[config.mk]
export PLATFORM = sky130hd
export DESIGN_NAME = sbox_layer_seq
export DESIGN_NICKNAME = d
export VERILOG_FILES = /design/src/rtl/sbox_layer_seq.sv
export SDC_FILE = /design/constraint.sdc
export NUM_CORES = 1
export LEC_CHECK = 0
export BUFFER_PORTS_ARGS = -buffer_cell sky130_fd_sc_hd__clkbuf_2
export CORE_MARGIN = 5
export CORE_UTILIZATION = 30
export DETAILED_ROUTE_END_ITERATION = 7
export PLACE_DENSITY = 0.56
export SYNTH_ARGS = -nofsm -noshare
export SYNTH_HDL_FRONTEND = slang
export SYNTH_SLANG_ARGS = --single-unit
[constraint.sdc]
create_clock -name clk -period 3.1 [get_ports clk]
set_input_delay 0.62 -clock clk [delete_from_list [all_inputs] [get_ports clk]]
set_output_delay 0.62 -clock clk [all_outputs]
set_load 0.05 [all_outputs]
[src/rtl/sbox_layer_seq.sv]
// Nibble-serial substitution layer: one shared 4-bit sbox walks LSB-first across
// a 4*NIB-bit block, with valid/ready handshakes on both sides.
module sbox_layer_seq #(
    parameter int NIB = 16,
    parameter int CW  = $clog2(NIB)
) (
    input  logic             clk,
    input  logic             rst_n,
    input  logic             in_valid,
    output logic             in_ready,
    input  logic [4*NIB-1:0] in_data,
    output logic             out_valid,
    input  logic             out_ready,
    output logic [4*NIB-1:0] out_data,
    output logic             busy
);

    typedef enum logic [1:0] {
        IDLE = 2'd0,
        SUB  = 2'd1,
        DONE = 2'd2
    } state_t;

    state_t           state;
    state_t           state_nxt;
    logic [CW-1:0]    cnt;
    logic [4*NIB-1:0] data_q;
    logic             load;
    logic             last;
    logic [3:0]       nib_cur;
    logic [3:0]       nib_sub;

    function automatic logic [3:0] sbox(input logic [3:0] x);
        logic [3:0] r;
        case (x)
            4'h0: r = 4'hC;
            4'h1: r = 4'h5;
            4'h2: r = 4'h6;
            4'h3: r = 4'hB;
            4'h4: r = 4'h9;
            4'h5: r = 4'h0;
            4'h6: r = 4'hA;
            4'h7: r = 4'hD;
            4'h8: r = 4'h3;
            4'h9: r = 4'hE;
            4'hA: r = 4'hF;
            4'hB: r = 4'h8;
            4'hC: r = 4'h4;
            4'hD: r = 4'h7;
            4'hE: r = 4'h1;
            default: r = 4'h2;
        endcase
        return r;
    endfunction

    assign load     = in_valid & in_ready;
    assign last     = (cnt == CW'(NIB - 1));
    assign nib_cur  = data_q[4*cnt +: 4];
    assign nib_sub  = sbox(nib_cur);
    assign out_data = data_q;

    always_ff @(posedge clk or negedge rst_n) begin
        if (!rst_n) begin
            state <= IDLE;
        end else begin
            state <= state_nxt;
        end
    end

    always_comb begin
        state_nxt = state;
        case (state)
            IDLE: if (in_valid) state_nxt = SUB;
            SUB:  if (last) state_nxt = DONE;
            DONE: if (out_ready) state_nxt = in_valid ? SUB : IDLE;
            default: state_nxt = IDLE;
        endcase
    end

    // in_ready depends on out_ready only, never on in_valid
    always_comb begin
        in_ready  = (state == IDLE) | ((state == DONE) & out_ready);
        out_valid = (state == DONE);
        busy      = (state == SUB);
    end

    always_ff @(posedge clk or negedge rst_n) begin
        if (!rst_n) begin
            cnt    <= '0;
            data_q <= '0;
        end else if (load) begin
            cnt    <= '0;
            data_q <= in_data;
        end else if (state == SUB) begin
            data_q[4*cnt +: 4] <= nib_sub;
            cnt                <= last ? '0 : cnt + CW'(1);
        end
    end

endmodule

; ---- After elaboration in Yosys (flattened, before gate mapping)
; Memory sizes are Yosys's and may differ from the RTL's.
; Index checks and enable logic that the tools add are counted.
[word_totals]
wordCells = 32
register_bits = 70
n_memories = 1
inputBits = 68
output_inout_bits = 67
mem_bits_ro = 64
[op_classes]
bitwise = 3
eq_ne = 6
n_addsub = 2
n_mux = 11
n_reduce_logical = 3
shift = 3
[mem_list]
columns = name, words, word_bits, rd, rd_ports_with_merged_regs, wr, line
row1 = (name not given), 16, 4, 1, 0, 0, 35  ; case (x)
[op_table]
columns = cell, n
row1 = 64-bit 2-to-1 mux, 2
row2 = 64-bit bitwise mux, 1
row3 = "4-bit by 34-bit variable shift with 64-bit output, first input constant", 1
row4 = 4-bit by 34-bit variable part select with 64-bit output, 1
row5 = 64-bit by 7-bit variable part select with 4-bit output, 1
row6 = 6-bit negator with 34-bit output, 1
row7 = 4-bit 2-to-1 mux, 3
row8 = 2-bit 2-to-1 mux, 3
row9 = 2-bit case mux with 3 select lines, 1
row10 = "4-bit by 1-bit adder with 4-bit output, second input constant", 1
row11 = "4-bit == test, second input constant", 1
row12 = "2-bit by 1-bit != test with 1-bit output, second input constant", 2
row13 = 3-bit AND reduction, 1
row14 = 1-bit AND, 2
row15 = "2-bit by 1-bit == test with 1-bit output, second input constant", 1
row16 = "2-bit == test, second input constant", 1
row17 = 2-bit logical NOT, 1
row18 = "2-bit != test, second input constant", 1
row19 = 2-bit nonzero test, 1
row20 = 1-bit 2-to-1 mux, 1
row21 = 1-bit bitwise OR, 1

; ---- Logic depth before layout (Yosys ltp)
; An unclocked memory read counts as a cell.
[depth]
depth_word = 6
ltp_mapped = 12

; ---- Worst setup path after synthesis
; No wires, ideal clock.
[synth_path]
path_kind = flip-flop to flip-flop
startpoint = register cnt[0]
endpoint = register data_q[42] (netlist: out_data[42])
setup_time_ps = 128
t_arrival_ps = 2701
t_required_ps = 2972
n_path_buf = 3
slack_ps = 271
stages_incl_launch_ff = 11
cell_sequence = dfrtp_1 > buf_6 > buf_8 > mux4_2 > a22o_1 > nor2_1 > ha_1 > mux2_2 > mux2i_2 > buf_6 > o22ai_1
[synth_between]
elab_chain_len = 6
elab_cells_between_ends = 8
[synth_lines]
columns = item, line
row1 = from (decl), 26  ; logic [CW-1:0] cnt;
row2 = from (signal assigned), 96  ; cnt <= last ? '0 : cnt + CW'(1);
row3 = 64-bit by 7-bit variable part select with 4-bit output, 58  ; assign nib_cur = data_q[4*cnt +: 4];
row4 = memory read 16 x 4 bit, -
row5 = 4-bit by 34-bit variable part select with 64-bit output, 95  ; data_q[4*cnt +: 4] <= nib_sub;
row6 = 64-bit bitwise mux (*), 95
row7 = 64-bit 2-to-1 mux (*), 94  ; end else if (state == SUB) begin
row8 = 64-bit 2-to-1 mux (*), 91  ; end else if (load) begin
row9 = to (signal assigned), 93  ; data_q <= in_data;
row10 = "to (signal, indexed assignment)", 95
row11 = to (decl), 27  ; logic [4*NIB-1:0] data_q;
; Mark *: on every way between the ends. The rest lies on a longest branch, timed or not. The select of a mux whose other input is x is not followed.
; A chain may end at the register's enable or synchronous reset.

; ---- Worst setup path after layout
[layout_path]
startpoint = register cnt[0]
endpoint = register data_q[37] (netlist: out_data[37])
; Same word-level chain as after synthesis.

==> metrics.yaml <==
layout:
  final_util: 0.409
  multi_input_area_sq_um: 2010
  fin_area_sq_um: 5230
  insertedDiodeCount: 0
  regArea_sq_um: 1750
  nNetsFinal: 605
  drive_gt1_frac: 0.362
  fill_cells: 1268
  syn_to_final_growth_pct: 32.6
worst_setup_path:
  arrival_ns: 3.07
  reg2reg_slack_ns: 0.23
  regToRegStartpoint: "cnt[0]"
  end_kind: "register"
  r2r-end: "out_data[37]"
  required_ns: 3.30
  reg2reg_depth: 10
  path_class: "register to register"
  worstSetupStartpointType: "register"
  crit_fanout: 21
synth:
  synth-seq-area-share: 0.444
  yosysMostFrequentCell: "dfrtp_1"
  yosysTopAreaCell: "dfrtp_1"
  synth_common_cells: "dfrtp_1, a22oi_1, nand2_1, o21ai_0, a21oi_1"
  synth-seq-cells: 70
  synth_area_leaders: "dfrtp_1, a22oi_1, mux4_2"
  yosys_warnings: 0
  syn_avg_cell_area_sq_um: 10.2
  synth_cells: 387
  async_flop_share: 1.00
  synth-edff-count: 0
  yosysUniqueCellTypes: 42
  syn-num-nets: 466
  synth_area_sq_um: 3940
  synth.top_cell.area_share: 0.444
  synthFlopType: "dfrtp_1"
drt:
  drtIter0Drc: 320
  viasPerCell: 5.39
  antenna_left: 0
  first_pass_iters: 5
  routed_wl_um: 14300
  wl_per_cell_um: 20.3
  dr_total_vias: 3790
  drc_errors: 0
clock_tree:
  clock-sinks: 70
  insertion_delay_ns: 0.33
  clk_pin_slew_ns: 0.06
  cts_root_buffer: "clkbuf_16"
  cts_tree: "yes"
  cts_buffers: 9
  clk_path_buf_depth: 2
  htreeDepth: 3
  postCtsHoldBufs: 0
  postCtsSetupBuffers: 0
  post_cts_resized: 0
sta:
  setup_violations: 0
  slew_headroom: 0.467
  holdWs_ns: 0.376
  finalHoldViolCount: 0
  tightest_slew_ns: 0.799
  finalMaxSlewViolations: 0
  period_minus_slack_ns: 2.87
  finalCritPeriodShare: 0.926
  finalClockSkew_ns: 0.00885
  rsz0062_at_grt: "false"
  setup_tns_ns: 0
  max_freq_ghz: 0.348
global_routing:
  grt.total_usage: 0.184
  grt_pass1_wl_um: 23000
  antenna_found_initial: 0
  grt_start_max_net_pins: 39
  first_global_vias: 4052
  globalRouteOverflowTotal: 0
placed_design:
  portBuffers: 134
  postPlaceCellArea_sq_um: 4880
  post-dp-hpwl_um: 11200
  gp_congestion: 0.853
floorplan:
  die_h_um: 125
  dieArea_sq_um: 15500
  initial_core_util: 0.309
  die_width_um: 125
  core.rowCount: 41
  io_pins: 135
  coreArea_sq_um: 12800
flow_run:
  maxCapViolCount: 0
outcome:
  status: "finished, final reports clean"
hold_path:
  hp-class: "primary input to async pin"
[routing by layer]
layer	up-vias	wire, um	share of wire	global-route usage
met5	-	0	0	0
met4	0	159	0.011	0.0451
met3	14	948	0.066	0.0377
met2	158	6860	0.48	0.293
met1	1867	6340	0.44	0.256
li1	1751	-	-	-
[per-stage QoR]
stage               setup WS (ns)  std cells
CTS                         0.215        703
finish                      0.228        703
global route               0.0289        703
detailed placement          0.232        687
floorplan                   0.271        387
global placement            0.237        687
[state kept, by name (all words and copies together), names as in the netlist]
register,cells
cnt,4
out_data,64
state,2
[critical path, cell delays in order (launching register included)]
cell and delay (ns):
dfrtp_1 0.37, buf_12 0.20, mux4_1 0.63, nand2_1 0.12, and4_1 0.28, inv_1 0.12
ha_1 0.20, mux2_2 0.26, mux2i_2 0.20, buf_4 0.25, o21ai_0 0.12
[cell families (layout without fill, tap and decap cells)]
family / Yosys count / count (layout) / synth area share
muxes: 28 / 28 / 0.122
adders and majority gates: 11 / 11 / 0.0349
and+or+nand+nor: 86 / 86 / 0.0981
AOI/OAI and AO/OA: 154 / 154 / 0.248
DFF: 70 / 70 / 0.444
xor gates and xnor gates: 3 / 3 / 0.00857
buffers and inverters: 35 / 179 / 0.0451
[layout by cell type, fill, tap and decap left out, types with 3 or more instances in the layout]
cell type	instances
a31oi_1	3
a22o_1	3
a21oi_1	26
inv_1	8
o22ai_1	16
mux4_2	11
clkbuf_2	133
clkbuf_16	9
a22oi_1	48
mux4_1	3
mux2_2	4
nor2b_1	3
ha_1	11
buf_12	3
o21ai_0	29
nand3_1	8
buf_4	18
nor3_1	7
o21ai_1	20
dfrtp_1	70
a41oi_1	3
nand2_1	31
nor2_1	25
mux2i_1	8
bufinv_16	3
[cell type report]
class                   count  area share
repair buffers            155       0.166
inverters                   8     0.00575
multi-input cells         282       0.385
flip-flops and latches     70       0.335
clock inverters             5      0.0203
clock buffers              11      0.0464
well taps                 172      0.0412
[how the worst max path moves through the flow]
stage / start / endpoint / slack (ns) / cells past startpoint
floorplan: cnt[0] / out_data[42] / 0.27 / 10
detailed placement: cnt[0] / out_data[37] / 0.23 / 10
finish: cnt[0] / out_data[37] / 0.23 / 10
global placement: cnt[0] / out_data[29] / 0.24 / 10
CTS: cnt[0] / out_data[37] / 0.22 / 10
global route: cnt[0] / out_data[37] / 0.03 / 10
Power is not shown: default switching activity piles up to over one toggle a cycle in this logic, so the estimate is an artifact.
